--- config.mk ---
export PLATFORM = sky130hd
export DESIGN_NAME = hazard_ctrl_flat
export DESIGN_NICKNAME = d
export VERILOG_FILES = /design/src/rtl/hazard_ctrl_pkg.sv /design/src/rtl/hazard_ctrl_if.sv /design/src/rtl/hazard_track_stage.sv /design/src/rtl/hazard_ctrl.sv /design/src/flat_wrapper.sv
export SDC_FILE = /design/constraint.sdc
export NUM_CORES = 1
export LEC_CHECK = 0
export ABC_AREA = 1
export ABC_CLOCK_PERIOD_IN_PS = 1750
export BUFFER_PORTS_ARGS = -buffer_cell sky130_fd_sc_hd__buf_4
export CORE_UTILIZATION = 49
export DETAILED_ROUTE_END_ITERATION = 16
export PLACE_DENSITY = 0.84
export SYNTH_ARGS = -nofsm -noshare
export SYNTH_HDL_FRONTEND = slang
export SYNTH_SLANG_ARGS = --single-unit
--- constraint.sdc ---
create_clock -name clk -period 1.75 [get_ports clk]
set_clock_uncertainty 0.05 [all_clocks]
set_input_delay 0.175 -clock clk [delete_from_list [all_inputs] [get_ports clk]]
set_output_delay 0.175 -clock clk [all_outputs]
set_load 0.05 [all_outputs]
--- src/rtl/hazard_ctrl_pkg.sv ---
// Shared definitions for the pipeline hazard controller.
// - Widths of register addresses and Tuse/Tnew fields.
// - Forward-select encodings for the D-stage and E-stage operand muxes.
// - Tuse/Tnew constants per instruction class.
// - A saturating Tnew decrement used when an entry moves down the pipe.
package hazard_ctrl_pkg;

  localparam int RA_W    = 5;
  localparam int T_W     = 2;
  localparam int NUM_OPS = 2;  // rs, rt

  // D-stage mux: register file, E-stage result, M-stage result.
  localparam logic [1:0] FWD_RF    = 2'd0;
  localparam logic [1:0] FWD_E     = 2'd1;
  localparam logic [1:0] FWD_M     = 2'd2;
  // E-stage mux: register, M-stage result, W-stage result.
  localparam logic [1:0] FWD_M_RES = 2'd1;
  localparam logic [1:0] FWD_W     = 2'd2;

  // Tuse: stage at which an operand is actually consumed.
  localparam logic [T_W-1:0] TUSE_D = 2'd0;  // branch compare, jr
  localparam logic [T_W-1:0] TUSE_E = 2'd1;  // ALU operand
  localparam logic [T_W-1:0] TUSE_M = 2'd2;  // store data

  // Tnew: cycles after E entry until the result exists.
  localparam logic [T_W-1:0] TNEW_JAL  = 2'd0;
  localparam logic [T_W-1:0] TNEW_ALU  = 2'd1;
  localparam logic [T_W-1:0] TNEW_LOAD = 2'd2;

  typedef struct packed {
    logic [RA_W-1:0] dst;
    logic [T_W-1:0]  tnew;
  } trk_t;

  function automatic logic [T_W-1:0] tnew_dec(input logic [T_W-1:0] t);
    return (t == '0) ? '0 : t - 1'b1;
  endfunction

endpackage

--- src/rtl/hazard_ctrl_if.sv ---
// Bundle between the decode stage and the hazard controller.
// - D_* : fields of the instruction currently in D (driven by the master).
// - stall/flush_E/fwd_* : control returned by the controller (slave).
interface hazard_ctrl_if #(
  parameter int RA_W = hazard_ctrl_pkg::RA_W,
  parameter int T_W  = hazard_ctrl_pkg::T_W
);
  logic [RA_W-1:0] D_rs;
  logic [RA_W-1:0] D_rt;
  logic            D_rs_used;
  logic            D_rt_used;
  logic [T_W-1:0]  D_tuse_rs;
  logic [T_W-1:0]  D_tuse_rt;
  logic [RA_W-1:0] D_dst;
  logic [T_W-1:0]  D_tnew;

  logic            stall;
  logic            flush_E;
  logic [1:0]      fwd_rs_D;
  logic [1:0]      fwd_rt_D;
  logic [1:0]      fwd_rs_E;
  logic [1:0]      fwd_rt_E;

  modport master (
    output D_rs, D_rt, D_rs_used, D_rt_used, D_tuse_rs, D_tuse_rt, D_dst, D_tnew,
    input  stall, flush_E, fwd_rs_D, fwd_rt_D, fwd_rs_E, fwd_rt_E
  );

  modport slave (
    input  D_rs, D_rt, D_rs_used, D_rt_used, D_tuse_rs, D_tuse_rt, D_dst, D_tnew,
    output stall, flush_E, fwd_rs_D, fwd_rt_D, fwd_rs_E, fwd_rt_E
  );
endinterface

--- src/rtl/hazard_track_stage.sv ---
// One tracking entry: destination register and remaining Tnew of the
// instruction occupying a pipeline stage.
// - clk, rst    : clock, asynchronous active-high reset (clears entry)
// - bubble      : load an empty entry instead of the incoming one
// - dst_in/tnew_in : entry arriving from the stage above
// - dst/tnew    : current entry
// DEC=1 applies a saturating decrement to Tnew on load, modelling one
// cycle of progress between stages.
module hazard_track_stage
  import hazard_ctrl_pkg::*;
#(
  parameter int RA_W = hazard_ctrl_pkg::RA_W,
  parameter int T_W  = hazard_ctrl_pkg::T_W,
  parameter bit DEC  = 1'b0
) (
  input  logic            clk,
  input  logic            rst,
  input  logic            bubble,
  input  logic [RA_W-1:0] dst_in,
  input  logic [T_W-1:0]  tnew_in,
  output logic [RA_W-1:0] dst,
  output logic [T_W-1:0]  tnew
);

  logic [T_W-1:0] tnew_nxt;

  assign tnew_nxt = DEC ? tnew_dec(tnew_in) : tnew_in;

  always_ff @(posedge clk or posedge rst) begin
    if (rst) begin
      dst  <= '0;
      tnew <= '0;
    end else if (bubble) begin
      dst  <= '0;
      tnew <= '0;
    end else begin
      dst  <= dst_in;
      tnew <= tnew_nxt;
    end
  end

endmodule

--- src/rtl/hazard_ctrl.sv ---
// Stall/forward controller for the 5-stage F/D/E/M/W pipeline.
// - clk, reset : clock, asynchronous active-high reset (clears all tracking)
// - hz (slave) : D-stage operand/destination fields in; stall, flush_E and
//                the D/E operand mux selects out
// Tracks {dst,tnew} for E and M plus the source registers held in E, and
// dst alone for W. Stall and all selects are combinational from that state
// and the D-stage fields.
module hazard_ctrl
  import hazard_ctrl_pkg::*;
#(
  parameter int RA_W = hazard_ctrl_pkg::RA_W,
  parameter int T_W  = hazard_ctrl_pkg::T_W
) (
  input  logic         clk,
  input  logic         reset,
  hazard_ctrl_if.slave hz
);

  logic [RA_W-1:0] e_dst, m_dst, w_dst;
  logic [T_W-1:0]  e_tnew, m_tnew;

  // Operand index 0 = rs, 1 = rt.
  logic [NUM_OPS-1:0][RA_W-1:0] d_op;
  logic [NUM_OPS-1:0][RA_W-1:0] e_op;
  logic [NUM_OPS-1:0]           d_used;
  logic [NUM_OPS-1:0][T_W-1:0]  d_tuse;
  logic [NUM_OPS-1:0]           op_stall;
  logic [NUM_OPS-1:0][1:0]      fwd_d;
  logic [NUM_OPS-1:0][1:0]      fwd_e;
  logic                         stall;

  assign d_op   = {hz.D_rt, hz.D_rs};
  assign d_used = {hz.D_rt_used, hz.D_rs_used};
  assign d_tuse = {hz.D_tuse_rt, hz.D_tuse_rs};

  // E entry takes the D instruction, or a bubble while D is held.
  hazard_track_stage #(.RA_W(RA_W), .T_W(T_W), .DEC(1'b0)) u_trk_e (
    .clk     (clk),
    .rst     (reset),
    .bubble  (stall),
    .dst_in  (hz.D_dst),
    .tnew_in (hz.D_tnew),
    .dst     (e_dst),
    .tnew    (e_tnew)
  );

  // M entry always advances from E; Tnew ticks down one cycle.
  hazard_track_stage #(.RA_W(RA_W), .T_W(T_W), .DEC(1'b1)) u_trk_m (
    .clk     (clk),
    .rst     (reset),
    .bubble  (1'b0),
    .dst_in  (e_dst),
    .tnew_in (e_tnew),
    .dst     (m_dst),
    .tnew    (m_tnew)
  );

  // Sources of the E instruction, needed for the E-stage forward selects.
  always_ff @(posedge clk or posedge reset) begin
    if (reset)      e_op <= '0;
    else if (stall) e_op <= '0;
    else            e_op <= d_op;
  end

  // Results in W are past every Tnew; only the address matters.
  always_ff @(posedge clk or posedge reset) begin
    if (reset) w_dst <= '0;
    else       w_dst <= m_dst;
  end

  genvar i;
  generate
    for (i = 0; i < NUM_OPS; i++) begin : g_op
      logic d_nz, e_nz, d_hit_e, d_hit_m;

      // $0 is never a real destination, so a zero source can never match.
      assign d_nz    = (d_op[i] != '0);
      assign e_nz    = (e_op[i] != '0);
      assign d_hit_e = d_nz && (e_dst == d_op[i]);
      assign d_hit_m = d_nz && (m_dst == d_op[i]);

      // Stall while the producer's result arrives later than it is needed.
      assign op_stall[i] = d_used[i] &&
                           ((d_hit_e && (e_tnew > d_tuse[i])) ||
                            (d_hit_m && (m_tnew > d_tuse[i])));

      // Younger writer (E) wins over M; only ready results are forwarded.
      assign fwd_d[i] = (d_hit_e && (e_tnew == '0)) ? FWD_E :
                        (d_hit_m && (m_tnew == '0)) ? FWD_M : FWD_RF;

      assign fwd_e[i] = (e_nz && (m_dst == e_op[i])) ? FWD_M_RES :
                        (e_nz && (w_dst == e_op[i])) ? FWD_W     : FWD_RF;
    end
  endgenerate

  assign stall       = |op_stall;
  assign hz.stall    = stall;
  assign hz.flush_E  = stall;
  assign hz.fwd_rs_D = fwd_d[0];
  assign hz.fwd_rt_D = fwd_d[1];
  assign hz.fwd_rs_E = fwd_e[0];
  assign hz.fwd_rt_E = fwd_e[1];

endmodule
--- src/flat_wrapper.sv ---
// flat-port wrapper written by rule: the top's interface ports become plain ports
module hazard_ctrl_flat import hazard_ctrl_pkg::*;
#(
  parameter int RA_W = hazard_ctrl_pkg::RA_W,
  parameter int T_W  = hazard_ctrl_pkg::T_W
)
  (clk, reset, hz_D_rs, hz_D_rt, hz_D_rs_used, hz_D_rt_used, hz_D_tuse_rs, hz_D_tuse_rt, hz_D_dst, hz_D_tnew, hz_stall, hz_flush_E, hz_fwd_rs_D, hz_fwd_rt_D, hz_fwd_rs_E, hz_fwd_rt_E);
  hazard_ctrl_if #(.RA_W(RA_W), .T_W(T_W)) hz_i ();
  input  logic clk;
  input  logic reset;
  input wire logic [$bits(hz_i.D_rs)-1:0] hz_D_rs;
  input wire logic [$bits(hz_i.D_rt)-1:0] hz_D_rt;
  input wire logic [$bits(hz_i.D_rs_used)-1:0] hz_D_rs_used;
  input wire logic [$bits(hz_i.D_rt_used)-1:0] hz_D_rt_used;
  input wire logic [$bits(hz_i.D_tuse_rs)-1:0] hz_D_tuse_rs;
  input wire logic [$bits(hz_i.D_tuse_rt)-1:0] hz_D_tuse_rt;
  input wire logic [$bits(hz_i.D_dst)-1:0] hz_D_dst;
  input wire logic [$bits(hz_i.D_tnew)-1:0] hz_D_tnew;
  output wire logic [$bits(hz_i.stall)-1:0] hz_stall;
  output wire logic [$bits(hz_i.flush_E)-1:0] hz_flush_E;
  output wire logic [$bits(hz_i.fwd_rs_D)-1:0] hz_fwd_rs_D;
  output wire logic [$bits(hz_i.fwd_rt_D)-1:0] hz_fwd_rt_D;
  output wire logic [$bits(hz_i.fwd_rs_E)-1:0] hz_fwd_rs_E;
  output wire logic [$bits(hz_i.fwd_rt_E)-1:0] hz_fwd_rt_E;
  assign hz_i.D_rs = hz_D_rs;
  assign hz_i.D_rt = hz_D_rt;
  assign hz_i.D_rs_used = hz_D_rs_used;
  assign hz_i.D_rt_used = hz_D_rt_used;
  assign hz_i.D_tuse_rs = hz_D_tuse_rs;
  assign hz_i.D_tuse_rt = hz_D_tuse_rt;
  assign hz_i.D_dst = hz_D_dst;
  assign hz_i.D_tnew = hz_D_tnew;
  assign hz_stall = hz_i.stall;
  assign hz_flush_E = hz_i.flush_E;
  assign hz_fwd_rs_D = hz_i.fwd_rs_D;
  assign hz_fwd_rt_D = hz_i.fwd_rt_D;
  assign hz_fwd_rs_E = hz_i.fwd_rs_E;
  assign hz_fwd_rt_E = hz_i.fwd_rt_E;
  hazard_ctrl #(.RA_W(RA_W), .T_W(T_W)) u_core (.clk(clk), .reset(reset), .hz(hz_i));
endmodule
==> results.toml <==
[global_route]
first_pass_grt_wire_length_mm = 6.51
initial_antenna_violation_count = 0
grt_overflow = 0
grt_start_max_net_pins = 30
grt.total_usage_pct = 22.2
grt_pass1_vias = 1508

[cells_and_area]
syn_to_final_growth_pct = 47.9
final_design_area_no_fill_mm2 = 0.00263
design.final.nets = 300
layoutNonFillerInstCount = 314
final_core_utilization_pct = 77.0
diodes = 0
drive_above_1_share_pct = 47.4

[logic_synthesis]
synth_largest_type_area_fraction_pct = 40.8
yosys_register_bits = 29
syn_nets = 243
seq_area_frac_synth_pct = 40.8
synthesis.area_mm2 = 0.00178
synth_cells = 210
top_area_cells_in_the_synthesized_netlist = "dfrtp_1, xnor2_1, nand2_1"
synthesis.yosys.warnings = 0
synth_cell_types = 22
synth_area_per_cell_um2 = 8.47
synth.largest_area_cell = "dfrtp_1"

[worst_setup_path]
setup.worst_path.start_class = "flip-flop"
cp-end-kind = "output port"
worstReg2RegEnd = "u_core.e_op[4]"
worstPathMaxFanout = 3
criticalPathCategory = "reg2out"
reg2regPathDepth = 10
launching_element_of_the_worst_setup_path = "u_core.u_trk_m.tnew[1]"
timing.critical_path.required_ns = 1.52
data_arrival_time_of_the_worst_path_ns = 1.80
reg2reg_from = "u_core.u_trk_m.tnew[1]"
slack_of_the_worst_reg_to_reg_path_ns = -0.03

[clock_network]
numCtsBuffers = 5
tritoncts_clock_tree = "yes"
worstSkewPairLatency_ns = 0.34
cts-root-to-sink-buffers = 2
clock_tree.htree_level_count = 2
clk_root_buffer_cell = "clkbuf_4"
clkTransAtPathRegs_ns = 0.10
clock_sinks = 29

[timing]
final_hold_viol_count = 0
fmax_mhz = 495
timing.max_slew.rel_slack_pct = 76.3
fin_crit_sh_pct = 115
worst_slew_pin_slew_ns = 0.355
final.hold.worst_slack_ns = 0.000838
report.final.slew_viol_count = 0
rsz_0062_raised_after_global_routing = "yes"
postLayoutSetupSlackWorst_ns = -0.271
report.final.setup_viol = 18
period_needed_ns = 2.02

[place]
buffer_ports.inserted = 34
gp_congestion = 0.844
postPlaceCellArea_mm2 = 0.00222
dpl.cell_count = 291
dp.final_hpwl_mm = 2.87

[routing]
detailroute.via_count = 1554
dr.pass1.iters = 4
number_of_remaining_drc_errors = 0
avgRoutedWirePerCell_um = 13.4
detail_route.vias_per_cell = 4.95
drt-initial-drc-count = 53
route.final.wire_length_mm = 4.20
ant_nets = 0

[power]
static_leak_nw = 1.23
worst_ir_drop_on_vdd_v = 0.000452
p_per_cell_area_mw_per_mm2 = 652

[worst_hold_path]
end_point_of_the_worst_hold_path = "u_core.u_trk_e.tnew[0]"
hold_critical_path_depth = 3
worstHoldStart = "hz_D_tnew[0]"
hold_class = "in2reg"

[floorplanning]
pin_count = 35
core.rowCount = 21
initial_core_util_pct = 52.1
core_region_mm2 = 0.00342
die_area_mm2 = 0.00388
die-width_um = 62.3
die_h_um = 62.3

[run]
max_cap_viol_count = 0

[status]
run_status = "finished, violations left"
failed_checks = "setup timing"
[cells in the final DEF (no fill, tap or decap), drive strengths merged]
master	netlist	routed
a21oi	8	8
buf	3	49
clkbuf	0	8
clkinv	0	1
dfrtp	29	29
dlygate4sd3	0	3
ha	8	8
inv	33	33
nand2	40	40
nand3	10	10
nand4	2	2
nor2	35	35
nor3	6	6
nor4	2	2
o21ai	1	1
xnor2	18	18
xor2	15	15
[per-layer routing]
layer / vias up / global-route usage (%) / routed length, um
li1: 761 / - / -
met5: - / 0 / 0
met2: 54 / 39.7 / 2300
met3: 13 / 5.33 / 173
met1: 726 / 25.0 / 1620
met4: 0 / 9.59 / 110
[through the flow]
stage,setup TNS (ns),power (mW),setup WS (ns)
6_report,-2.20,1.72,-0.271
4_1_cts,-1.80,1.66,-0.235
2_1_floorplan,-0.339,1.04,-0.143
3_5_place_dp,0,1.15,0.0682
3_3_place_gp,0,1.14,0.0810
5_1_grt,-3.42,1.82,-0.340
[cell families (layout without fill, tap and decap cells)]
family / Yosys count / after routing / synth area share [%]
AOI/OAI and AO/OA: 9 / 9 / 2.53
xor gates and xnor gates: 33 / 33 / 16.2
adders and majority gates: 8 / 8 / 5.63
buffers and inverters: 36 / 94 / 9.14
DFF: 29 / 29 / 40.8
and+or+nand+nor: 95 / 95 / 25.7
[state kept, by name, indices dropped and copies added (netlist names)]
register / count
u_core.e_op: 10
u_core.u_trk_e.dst: 5
u_core.u_trk_e.tnew: 2
u_core.u_trk_m.dst: 5
u_core.u_trk_m.tnew: 2
u_core.w_dst: 5
[power by group]
group	total (mW)	switching [mW]	internal (mW)
Combinational	0.472	0.241	0.232
Sequential	0.774	0.0599	0.715
Clock	0.470	0.237	0.232
Total	1.72	0.538	1.18
[final cells by class]
class                   instances  area (um2)
clock buffers                   7        65.1
clock inverters                 1        5.00
fillers                       212         785
inverters                      33         124
multi-input cells             145        1150
flip-flops and latches         29         737
well taps                      46        57.6
repair buffers                 53         495
[how the worst max path moves through the flow]
stage | slack, ns | end | cells past startpoint
finish | -0.27 | hz_stall | 8
global placement | 0.08 | hz_flush_E | 8
global route | -0.34 | hz_fwd_rt_D[0] | 6
floorplan | -0.14 | hz_fwd_rs_E[1] | 5
detailed placement | 0.07 | hz_stall | 8
CTS | -0.23 | hz_stall | 8
[timing repair]
action	4_1_cts	5_1_grt
gates cloned	0	1
hold buffers	3	0
setup buffers	4	7
pin swaps	24	17
endpoints found under the hold margin	31	0
setup endpoints to repair	10	26
resized for setup	27	20
[worst max-delay path, cell delays in order (launching register included)]
cell	delay, ns
dfrtp_2	0.47
ha_4	0.29
a21oi_2	0.05
a21oi_1	0.16
nand3_2	0.10
nand2_2	0.07
nand2_2	0.07
nand2_4	0.09
buf_8	0.15
[cell usage after synthesis]
cell / number
nor3_1: 6
inv_2: 5
nor4_1: 2
buf_6: 1
nand3_2: 3
nor2_2: 10
a21oi_1: 8
xnor2_1: 18
buf_12: 1
nand2_4: 1
dfrtp_1: 29
buf_4: 1
nor2_4: 2
xor2_1: 15
o21ai_0: 1
ha_1: 8
nand2_1: 36
inv_1: 28
nand3_1: 7
nand4_1: 2
nor2_1: 23
nand2_2: 3
Note: power is estimated with default switching activity, not from simulation.
